### src/rtl/fetch_stage.sv
// Instruction-fetch stage: owns the PC, drives the imem read address and
// registers the fetched word into the IF/ID pipeline register for decode.
//
// state | meaning
// WAIT  | first edge after reset release; nothing fetched yet
// RUN   | normal fetch with halt/flush/hold/jal/jalr priority
// HALT  | fetch stopped (break/trap or misaligned target); left only by reset
module fetch_stage #(
    parameter logic [31:0] RESET_ADDR = 32'h0000_0000,
    parameter logic [31:0] NOP_INST   = 32'h0000_0033
) (
    input  logic        i_clk,
    input  logic        i_rst_n,
    output logic [31:0] o_imem_raddr,
    input  logic [31:0] i_imem_rdata,
    input  logic        i_hold,
    input  logic        i_flush,
    input  logic [31:0] i_br_target,
    input  logic        i_jal,
    input  logic        i_jalr,
    input  logic [31:0] i_dec_pc,
    input  logic [31:0] i_immediate,
    input  logic [31:0] i_jalr_rs1,
    input  logic        i_halt,
    output logic [31:0] o_inst,
    output logic [31:0] o_pc,
    output logic [31:0] o_nxt_pc,
    output logic        o_vld,
    output logic        o_misalign,
    output logic [31:0] o_fetch_cnt
);

    typedef enum logic [1:0] {
        S_WAIT = 2'd0,
        S_RUN  = 2'd1,
        S_HALT = 2'd2
    } state_t;

    state_t      state_q, state_d;
    logic [31:0] pc_q, pc_d;
    logic [31:0] inst_q, inst_d;
    logic [31:0] pc_if_q, pc_if_d;
    logic [31:0] nxt_q, nxt_d;
    logic        vld_q, vld_d;
    logic        mis_q, mis_d;
    logic [31:0] cnt_q, cnt_d;

    logic [31:0] seq;
    logic [31:0] jal_tgt;
    logic [31:0] jalr_tgt;
    logic [31:0] redir_tgt;
    logic        redir;

    assign seq      = pc_q + 32'd4;
    assign jal_tgt  = i_dec_pc + i_immediate;
    assign jalr_tgt = (i_jalr_rs1 + i_immediate) & ~32'h1;

    // Flush beats hold; jal/jalr only count when decode is not stalled.
    assign redir     = i_flush || (!i_hold && (i_jal || i_jalr));
    assign redir_tgt = i_flush ? i_br_target : (i_jal ? jal_tgt : jalr_tgt);

    always_comb begin
        state_d = state_q;
        pc_d    = pc_q;
        inst_d  = inst_q;
        pc_if_d = pc_if_q;
        nxt_d   = nxt_q;
        vld_d   = vld_q;
        mis_d   = mis_q;
        cnt_d   = cnt_q;
        unique case (state_q)
            S_WAIT: begin
                vld_d   = 1'b0;
                state_d = S_RUN;
            end
            S_RUN: begin
                if (i_halt) begin
                    state_d = S_HALT;
                    inst_d  = NOP_INST;
                    vld_d   = 1'b0;
                end else if (redir) begin
                    inst_d = NOP_INST;
                    vld_d  = 1'b0;
                    if (redir_tgt[1:0] != 2'b00) begin
                        mis_d   = 1'b1;
                        state_d = S_HALT;
                    end else begin
                        pc_d = redir_tgt;
                    end
                end else if (!i_hold) begin
                    pc_d    = seq;
                    inst_d  = i_imem_rdata;
                    pc_if_d = pc_q;
                    nxt_d   = seq;
                    vld_d   = 1'b1;
                    cnt_d   = cnt_q + 32'd1;
                end
            end
            S_HALT: begin
                inst_d = NOP_INST;
                vld_d  = 1'b0;
            end
            default: state_d = S_HALT;
        endcase
    end

    always_ff @(posedge i_clk or negedge i_rst_n) begin
        if (!i_rst_n) begin
            state_q <= S_WAIT;
            pc_q    <= RESET_ADDR;
            inst_q  <= NOP_INST;
            pc_if_q <= 32'd0;
            nxt_q   <= 32'd0;
            vld_q   <= 1'b0;
            mis_q   <= 1'b0;
            cnt_q   <= 32'd0;
        end else begin
            state_q <= state_d;
            pc_q    <= pc_d;
            inst_q  <= inst_d;
            pc_if_q <= pc_if_d;
            nxt_q   <= nxt_d;
            vld_q   <= vld_d;
            mis_q   <= mis_d;
            cnt_q   <= cnt_d;
        end
    end

    assign o_imem_raddr = pc_q;
    assign o_inst       = inst_q;
    assign o_pc         = pc_if_q;
    assign o_nxt_pc     = nxt_q;
    assign o_vld        = vld_q;
    assign o_misalign   = mis_q;
    assign o_fetch_cnt  = cnt_q;

endmodule

### config.mk
export PLATFORM = sky130hd
export DESIGN_NAME = fetch_stage
export DESIGN_NICKNAME = d
export VERILOG_FILES = /design/src/rtl/fetch_stage.sv
export SDC_FILE = /design/constraint.sdc
export NUM_CORES = 1
export LEC_CHECK = 0
export BUFFER_PORTS_ARGS = -buffer_cell sky130_fd_sc_hd__buf_2
export CAP_MARGIN = 10
export CELL_PAD_IN_SITES_DETAIL_PLACEMENT = 1
export CELL_PAD_IN_SITES_GLOBAL_PLACEMENT = 2
export CORE_UTILIZATION = 31
export DETAILED_ROUTE_END_ITERATION = 8
export GPL_ROUTABILITY_DRIVEN = 1
export PLACE_DENSITY_LB_ADDON = 0.1
export SYNTH_ARGS = -nofsm -noshare
export SYNTH_HDL_FRONTEND = slang
export SYNTH_SLANG_ARGS = --single-unit
export TNS_END_PERCENT = 1
### constraint.sdc
create_clock -name i_clk -period 2.62 [get_ports i_clk]
set_input_delay 0.393 -clock i_clk [delete_from_list [all_inputs] [get_ports i_clk]]
set_output_delay 0.393 -clock i_clk [all_outputs]
set_load 0.01 [all_outputs]
==> flow_summary.toml <==
[synth]
seq_area_frac_synth_pct = 36.4
synth_largest_area_cell = "dfrtp_1"
syn-cell-area_um2 = 11100
synth_flop_cell = "dfrtp_1"
synthTopCellsByArea = "dfrtp_1 35%, ha_1 7.5%, nand2_1 7.1%"
syn_area_per_cell_um2 = 8.64
synth-seq-cells = 162
async_flop_share_pct = 100
syn_nets = 1526
ys_warn_count = 0
yosys.cell_types.count = 90
netlist.area_leader.share_pct = 35.5
netlist_instances = 1290
synth_edf_count = 0

[route]
drt_iter0_drc = 510
drt_wl_total_um = 42500
wl_per_cell_um = 18.9
vias_per_cell = 5.10
drc_errors = 0
drtPass1Iterations = 5
num_vias = 11500
antenna_left = 0

[worst_hold_path]
hold_class = "primary input to flip-flop"
min_from = "i_imem_rdata[5]"

[floorplanning]
die_width_um = 192
fp.dieArea_um2 = 36700
fp.coreArea_um2 = 35500
initial_core_util_pct = 31.4
fp.dieH_um = 192
row_count = 69
io_pins = 329

[timing]
fmax_ghz = 0.385
period_share_pct = 99.0
slew_violations = 0
slew_headroom_pct = 53.3
final_hold_viol_count = 0
setup_slack_ns = 0.0253
period_needed_ns = 2.59
rsz0062_at_grt = "yes"
setup_viol = 0
tightestPinTransition_ns = 0.699
fin_skew_ns = 0.0164
setup_tns_ns = 0

[finish]
fin_nets = 2011
design_area_um2 = 15400
nFillCells = 4318
fin_cells = 2250
syn_to_final_growth_pct = 37.9
drive_gt1_share_pct = 34.4

[worst_setup_path]
cp_top_family = "compound AO/OA/AOI/OAI gates"
path_cells = "buf_2, ha_1, inv_1, fa_2, nor2b_1, mux2i_1, a211o_1, a21oi_2, buf_12, o21a_1, a21oi_1, nor2_1, a2bb2oi_1"
startpoint = "i_immediate[0]"
critPathMaxFanout = 19
start_kind = "primary input"
r2r_start = "state_q[1]"
cp-end-kind = "flip-flop"
crit_arrival_ns = 2.95
critical_path_buf_inv_count = 3
cp.required_ns = 2.98
r2r_setup_slack_ns = 0.11
path_class = "primary input to flip-flop"
cpMaxStageDelayCell = "mux2i_1"
cpPeakStageDelay_ns = 0.45

[clocking]
cts_tree = "done"
cts_buffer_depth = 2
clkLatencyLatePin_ns = 0.44
path_clk_slew_ns = 0.07
cts_buffers = 17
root_buffer = "clkbuf_16"
cts_max_level = 4
cts_sinks = 162

[place]
placed_cell_area_um2 = 14700
place_congestion = 0.838
port_buffers = 328
place_hpwl_um = 35000
dp_slack_ns = -0.470
dp_cells = 2214

[power_and_ir_drop]
power_density_nw_per_um2 = 423
vdd_ir_drop_max_mv = 0.444
leakage_nw = 7.93
total_power_w = 0.00650

[global_routing]
grt-ovfl-total = 0
grt_start_max_net_pins = 63
grt_pass1_wl_um = 66000
grt_use_total_pct = 23.2
grt_pass1_vias = 11800
grt_antenna_before_repair = 3

[run_status]
status = "completed"

[job]
cap_viol_max_count = 0
==> worst paths after layout <==
path                                          to  depth (start not counted)
worst max-delay path            o_imem_raddr[30]                         13
worst min-delay path                   o_inst[5]                          2
worst max register to register   o_fetch_cnt[28]                         12
worst min register to register          o_pc[31]                          2
max in group asynchronous         o_fetch_cnt[2]                          3
min in group asynchronous        o_fetch_cnt[15]                          2
==> metrics by stage <==
step	hold slack, ns	util, %
2_1_floorplan	0.0974	-
3_3_place_gp	0.426	41.4
3_5_place_dp	0.426	41.4
4_1_cts	0.155	43.1
5_1_grt	0.165	43.3
6_report	0.171	43.3
==> report_power, final <==
part | leakage (nW) | internal (W) | total (W) | switching, W
clock network | 0.270 | 0.00130 | 0.00239 | 0.00109
logic | 5.42 | 0.000730 | 0.00160 | 0.000873
registers | 2.24 | 0.00250 | 0.00250 | 0
==> metal layers <==
metal / GRT usage [%] / vias up / wire [um]
met5: 0 / - / 13
met4: 6.35 / 2 / 769
met3: 2.96 / 35 / 1730
met2: 37.2 / 289 / 19500
met1: 32.5 / 5529 / 20500
li1: - / 5630 / -
==> timing repair <==
item	CTS	global route
hold buffers	1	0
endpoints found under the setup margin	30	17
endpoints found under the hold margin	54	0
buffers inserted	0	2
cloned	0	0
gates resized for setup	2	13
pin swaps	1	2
==> placed cells by master, fill, tap and decap left out, drive strengths merged, types with 4 or more instances in the layout <==
| master | Yosys | final |
|---|---|---|
| a2111oi | 4 | 4 |
| a211o | 4 | 4 |
| a211oi | 20 | 20 |
| a21boi | 4 | 4 |
| a21o | 29 | 29 |
| a21oi | 89 | 89 |
| a22o | 29 | 29 |
| a22oi | 11 | 11 |
| a31oi | 13 | 13 |
| and2 | 6 | 6 |
| and3 | 25 | 25 |
| and4 | 6 | 6 |
| buf | 15 | 530 |
| clkbuf | 50 | 20 |
| clkinv | 1 | 6 |
| dfrtp | 158 | 158 |
| dfstp | 4 | 4 |
| ha | 67 | 67 |
| inv | 20 | 24 |
| nand2 | 210 | 210 |
| nand2b | 15 | 15 |
| nand3 | 36 | 36 |
| nand4 | 19 | 19 |
| nor2 | 92 | 92 |
| nor2b | 9 | 9 |
| nor3 | 18 | 18 |
| nor3b | 5 | 5 |
| o211ai | 13 | 13 |
| o21a | 10 | 10 |
| o21ai | 114 | 114 |
| o21bai | 7 | 7 |
| o221ai | 11 | 11 |
| o22a | 5 | 5 |
| o22ai | 4 | 4 |
| o31ai | 7 | 7 |
| or3 | 9 | 9 |
| xnor2 | 68 | 68 |
| xor2 | 41 | 41 |
==> sequential cells by signal (all words and copies together), names as in the netlist <==
| name | flops |
|---|---|
| o_misalign | 1 |
| o_fetch_cnt | 32 |
| o_imem_raddr | 32 |
| o_nxt_pc | 30 |
| o_pc | 32 |
| o_inst | 32 |
| state_q | 2 |
| o_vld | 1 |
==> synthesized netlist by cell type, types with 11 or more instances <==
cell and number:
xnor2_1 68, dfrtp_1 158, nand2_1 210, a22o_1 29
nor3_1 14, ha_1 67, o211ai_1 12, inv_1 19
a211oi_1 17, nand4_1 17, and3_1 24, nand3_1 35
a21oi_1 87, nor2_1 90, a21o_1 29, clkbuf_1 50
nand2b_1 15, a31oi_1 11, xor2_1 41, o21ai_0 106
==> final cells by class <==
type	instances	area, um^2	area share [%]
multi-input cells	1042	6820	44.4
flip-flops and latches	162	4060	26.4
repair buffers	531	3260	21.2
well taps	461	577	3.75
clock buffers	20	467	3.04
clock inverters	12	97.6	0.635
inverters	21	78.8	0.513
diodes	1	2.50	0.0163
==> kinds of logic (layout without fill, tap and decap cells) <==
kind of cell,count (synthesis),in the layout,share of synthesized area [%]
fa+ha+maj,69,69,7.88
buf+inv,86,584,3.23
compound gates,399,399,24.1
mux,5,5,0.471
other cells,0,1,0
xor+xnor,109,109,8.56
flops,162,162,36.4
simple gates,460,460,19.3
Note: power is estimated with default switching activity, not from simulation.
